File: src/rtl/rom_arbiter.sv
// Two-port arbiter sharing one ROM read port between IF and DM.
// DM has fixed priority; IF wins after MAX_WAIT consecutive denials.
// A grant at edge N produces a one-cycle valid pulse on the owner port in cycle N+2.
module rom_arbiter #(
    parameter int unsigned ADDR_WIDTH = 32,
    parameter int unsigned DATA_WIDTH = 32,
    parameter int unsigned ROM_BLOCK  = 1024,
    parameter int unsigned MAX_WAIT   = 4
) (
    input  logic                  i_clk,
    input  logic                  i_rst,
    input  logic                  i_if_req,
    input  logic [ADDR_WIDTH-1:0] i_if_addr,
    output logic                  o_if_gnt,
    output logic                  o_if_valid,
    output logic [DATA_WIDTH-1:0] o_if_data,
    output logic                  o_if_oor,
    input  logic                  i_dm_req,
    input  logic [ADDR_WIDTH-1:0] i_dm_addr,
    output logic                  o_dm_gnt,
    output logic                  o_dm_valid,
    output logic [DATA_WIDTH-1:0] o_dm_data,
    output logic                  o_dm_oor,
    output logic [ADDR_WIDTH-1:0] o_rom_addr,
    input  logic [DATA_WIDTH-1:0] i_rom_data,
    output logic                  o_busy
);

    localparam int unsigned CNT_W = 4;
    localparam logic [CNT_W-1:0]      MAX_CNT   = CNT_W'(MAX_WAIT);
    localparam logic [ADDR_WIDTH-1:0] ROM_LIMIT = ADDR_WIDTH'(ROM_BLOCK);
    localparam logic OWNER_IF = 1'b0;
    localparam logic OWNER_DM = 1'b1;

    logic                  s1_valid_q, s1_valid_d;
    logic                  s1_owner_q, s1_owner_d;
    logic                  s1_oor_q,   s1_oor_d;
    logic [ADDR_WIDTH-1:0] rom_addr_q, rom_addr_d;
    logic [CNT_W-1:0]      starve_q,   starve_d;
    logic                  if_valid_q, if_valid_d;
    logic                  if_oor_q,   if_oor_d;
    logic [DATA_WIDTH-1:0] if_data_q,  if_data_d;
    logic                  dm_valid_q, dm_valid_d;
    logic                  dm_oor_q,   dm_oor_d;
    logic [DATA_WIDTH-1:0] dm_data_q,  dm_data_d;

    logic                  if_forced;
    logic [ADDR_WIDTH-1:0] sel_addr;
    logic [ADDR_WIDTH-1:0] word_idx;
    logic                  unused_addr_bits;

    // Byte-offset bits play no part in word selection.
    assign unused_addr_bits = ^{i_if_addr[1:0], i_dm_addr[1:0]};

    // Combinational arbitration: DM first unless IF has been starved to the limit.
    always_comb begin
        if_forced = (starve_q == MAX_CNT);
        o_if_gnt  = !i_rst && i_if_req && (!i_dm_req || if_forced);
        o_dm_gnt  = !i_rst && i_dm_req && !(i_if_req && if_forced);
        sel_addr  = o_dm_gnt ? i_dm_addr : i_if_addr;
        word_idx  = {2'b00, sel_addr[ADDR_WIDTH-1:2]};
    end

    // Next-state: starvation counter, stage-1 capture and response stage.
    always_comb begin
        starve_d   = '0;
        s1_valid_d = 1'b0;
        s1_owner_d = s1_owner_q;
        s1_oor_d   = s1_oor_q;
        rom_addr_d = rom_addr_q;
        if_valid_d = 1'b0;
        if_oor_d   = 1'b0;
        if_data_d  = if_data_q;
        dm_valid_d = 1'b0;
        dm_oor_d   = 1'b0;
        dm_data_d  = dm_data_q;

        if (i_if_req && !o_if_gnt) begin
            starve_d = (starve_q == MAX_CNT) ? starve_q : starve_q + CNT_W'(1);
        end

        if (o_if_gnt || o_dm_gnt) begin
            rom_addr_d = word_idx;
            s1_valid_d = 1'b1;
            s1_owner_d = o_dm_gnt ? OWNER_DM : OWNER_IF;
            s1_oor_d   = (word_idx >= ROM_LIMIT);
        end

        if (s1_valid_q) begin
            if (s1_owner_q == OWNER_DM) begin
                dm_valid_d = 1'b1;
                dm_oor_d   = s1_oor_q;
                dm_data_d  = s1_oor_q ? '0 : i_rom_data;
            end else begin
                if_valid_d = 1'b1;
                if_oor_d   = s1_oor_q;
                if_data_d  = s1_oor_q ? '0 : i_rom_data;
            end
        end
    end

    // State registers; reset discards any in-flight read.
    always_ff @(posedge i_clk or posedge i_rst) begin
        if (i_rst) begin
            starve_q   <= '0;
            s1_valid_q <= 1'b0;
            s1_owner_q <= OWNER_IF;
            s1_oor_q   <= 1'b0;
            rom_addr_q <= '0;
            if_valid_q <= 1'b0;
            if_oor_q   <= 1'b0;
            if_data_q  <= '0;
            dm_valid_q <= 1'b0;
            dm_oor_q   <= 1'b0;
            dm_data_q  <= '0;
        end else begin
            starve_q   <= starve_d;
            s1_valid_q <= s1_valid_d;
            s1_owner_q <= s1_owner_d;
            s1_oor_q   <= s1_oor_d;
            rom_addr_q <= rom_addr_d;
            if_valid_q <= if_valid_d;
            if_oor_q   <= if_oor_d;
            if_data_q  <= if_data_d;
            dm_valid_q <= dm_valid_d;
            dm_oor_q   <= dm_oor_d;
            dm_data_q  <= dm_data_d;
        end
    end

    assign o_rom_addr = rom_addr_q;
    assign o_busy     = s1_valid_q;
    assign o_if_valid = if_valid_q;
    assign o_if_oor   = if_oor_q;
    assign o_if_data  = if_data_q;
    assign o_dm_valid = dm_valid_q;
    assign o_dm_oor   = dm_oor_q;
    assign o_dm_data  = dm_data_q;

endmodule

File: config.mk
export PLATFORM = sky130hd
export DESIGN_NAME = rom_arbiter
export DESIGN_NICKNAME = d
export VERILOG_FILES = /design/src/rtl/rom_arbiter.sv
export SDC_FILE = /design/constraint.sdc
export NUM_CORES = 1
export LEC_CHECK = 0
export BUFFER_PORTS_ARGS = -buffer_cell sky130_fd_sc_hd__clkbuf_2
export CAP_MARGIN = 20
export CORE_MARGIN = 2
export CORE_UTILIZATION = 45
export DETAILED_ROUTE_END_ITERATION = 7
export PLACE_DENSITY = 0.78
export SYNTH_ARGS = -nofsm -noshare
export SYNTH_HDL_FRONTEND = slang
export SYNTH_SLANG_ARGS = --single-unit
File: constraint.sdc
create_clock -name i_clk -period 4.5 [get_ports i_clk]
set_input_delay 0.9 -clock i_clk [delete_from_list [all_inputs] [get_ports i_clk]]
set_output_delay 0.9 -clock i_clk [all_outputs]
set_load 0.02 [all_outputs]
==> impl_metrics.py <==
metrics = {
    "synth": {
        "syn_inst": 469,
        "yosysWarnings": 0,
        "ys_types": 33,
        "synthFlopType": "dfrtp_1",
        "synth-edff-count": 0,
        "netlist.area_leader.share": 0.610,
        "syn_area_mm2": 0.00431,
        "syn_area_per_cell_um2": 9.19,
        "synth-seq-cells": 105,
        "async_flop_share": 1.00,
        "synth_top_area_cell": "dfrtp_1",
        "ys_seq_area_frac": 0.610,
        "synth.area.top_cells": "dfrtp_1 (61%), nand2_1 (11%), o21ai_0 (7.8%), a21oi_1 (7.0%), nor2_1 (3.0%)",
    },
    "pwr": {
        "peakVddDrop_mv": 0.185,
        "power_density_mw_per_mm2": 339,
        "p_leak_nw": 2.90,
        "fin_total_pwr_w": 0.00189,
    },
    "floorplanning": {
        "die_h_um": 102,
        "die_area_mm2": 0.0104,
        "io_pins": 203,
        "fp-row-count": 35,
        "die_w_um": 102,
        "start_util": 0.464,
        "core_mm2": 0.00928,
    },
    "sta": {
        "min_period_ns": 3.27,
        "fin_worst_skew_ns": 0.0167,
        "whs_ns": 0.489,
        "rsz0062_at_grt": "no",
        "slew_viol_final": 0,
        "max_clock_freq_mhz": 306,
        "worstMarginPinSlew_ns": 0.946,
        "slew_headroom": 0.369,
        "setup_tns_ns": 0,
        "finalCritPeriodShare": 0.726,
        "finalSetupViolations": 0,
        "hold_violations": 0,
    },
    "clock_network": {
        "clock-root-buffer": "clkbuf_8",
        "cts_hold_buf": 0,
        "clkSlewWorstSetupHoldPaths_ns": 0.10,
        "clock_latency_ns": 0.37,
        "cts_setup_buffers": 0,
        "cts_resized": 0,
        "clock-sinks": 105,
        "ctsHtreeMaxLevel": 3,
        "clockBufferDepth": 2,
        "cts_tree": "built",
        "cts_buffers": 9,
    },
    "setup_path": {
        "end_kind": "primary output",
        "cp.arrival_ns": 2.37,
        "criticalPathCategory": "reg -> out",
        "start_kind": "flop",
        "required_ns": 3.60,
        "cp_max_fo": 33,
    },
    "global_routing": {
        "grt_max_degree": 79,
        "grt_use_total": 0.218,
        "grt_pass1_wl_um": 17800,
        "grt_overflow": 0,
        "grt_pass1_vias": 3813,
        "antenna_found_initial": 0,
    },
    "cells_and_area": {
        "nets": 754,
        "syn2layout_area_growth_pct": 29.6,
        "drive_gt1_frac": 0.342,
        "finish.utilization": 0.602,
        "final_cell_mix": "clkbuf_2 (196), nand2_1 (130), dfrtp_1 (105)",
        "final_common_cell": "clkbuf_2",
        "diodes": 0,
    },
    "worst_hold_path": {
        "hold_class": "reg -> reg",
    },
    "run": {
        "maxCapViolCount": 0,
    },
    "run_status": {
        "outcome": "finished, final reports clean",
    },
    "drt": {
        "num_vias": 3983,
        "ant_nets": 0,
        "totalWireLength_um": 11200,
        "via_per_inst": 5.07,
        "drc": 0,
        "drt-pass1-iter-count": 5,
        "dr.first_iter.drc_count": 109,
        "wl_per_cell_um": 14.3,
    },
    "place": {
        "gp_congestion": 0.951,
        "dp_hpwl_um": 8050,
        "portBuffers": 196,
    },
}
-- routing by layer --
metal / share of wire / global-route usage
met5: 0 / 0
met1: 0.41 / 0.267
met2: 0.47 / 0.370
met3: 0.093 / 0.0602
met4: 0.020 / 0.0831
-- power breakdown --
group | internal (W) | switching, W | total (W)
logic | 0.000102 | 0.000195 | 0.000298
registers | 0.000991 | 0.0000295 | 0.00102
clock network | 0.000230 | 0.000344 | 0.000575
-- critical path: stages (launching register included) --
cell and delay [ns]:
dfrtp_1 0.43, inv_1 0.07, ha_1 0.17, and3b_4 0.22, a211o_4 0.37, clkinv_2 0.44, clkbuf_2 0.29
-- synthesized netlist by cell type (2+ instances only) --
| cell | n |
|---|---|
| nand2_1 | 131 |
| dfrtp_1 | 105 |
| o21ai_0 | 67 |
| a21oi_1 | 60 |
| nor2_1 | 34 |
| clkbuf_1 | 23 |
| inv_1 | 8 |
| nor4_1 | 8 |
| buf_2 | 3 |
| buf_6 | 3 |
| nand3_1 | 3 |
| buf_4 | 2 |
| ha_1 | 2 |
-- cell families after synthesis --
| family | synth area share |
|---|---|
| AO/OA/AOI/OAI | 0.157 |
| flip-flops | 0.610 |
| buffers and inverters | 0.0438 |
| adder cells (fa/ha/maj) | 0.00581 |
| other | 0.000870 |
| XOR/XNOR | 0.00407 |
| AND/OR/NAND/NOR | 0.178 |
-- through the flow --
stage	instance area, um^2	instances	setup WS (ns)
after CTS	5530	783	1.22
final	5590	786	1.23
after detailed placement	5340	767	1.40
after global routing	5590	786	1.08
after global placement	5340	767	1.42
after floorplan	4310	470	0.839
-- final cells by class --
type                       instances  area, um^2
clock buffer                      10         138
timing repair buffer             202        1060
sequential                       105        2630
multi-input combinational        324        1500
clock inverter                     6        58.8
fill                             835        3700
tap                              129         161
inverter                          10        41.3
-- sequential cells by signal (all words and copies together), names as in the netlist --
register / cells
o_busy: 1
o_dm_data: 32
o_dm_oor: 1
o_dm_valid: 1
o_if_data: 32
o_if_oor: 1
o_if_valid: 1
o_rom_addr: 30
s1_oor_q: 1
s1_owner_q: 1
starve_q: 4
-- worst paths after layout --
| check | end | cells after the start | slack, ns | from |
|---|---|---|---|---|
| max | o_dm_gnt | 6 | 1.23 | starve_q[0] |
| min | o_if_data[2] | 2 | 0.49 | o_if_data[2] |
| max reg2reg | s1_oor_q | 8 | 2.13 | starve_q[0] |
| min reg2reg | o_if_data[2] | 2 | 0.49 | o_if_data[2] |
| max in group asynchronous | o_if_valid | 3 | 2.73 | i_rst |
| min in group asynchronous | starve_q[2] | 2 | 0.84 | i_rst |
No activity file was read; power rests on OpenSTA's default activity.
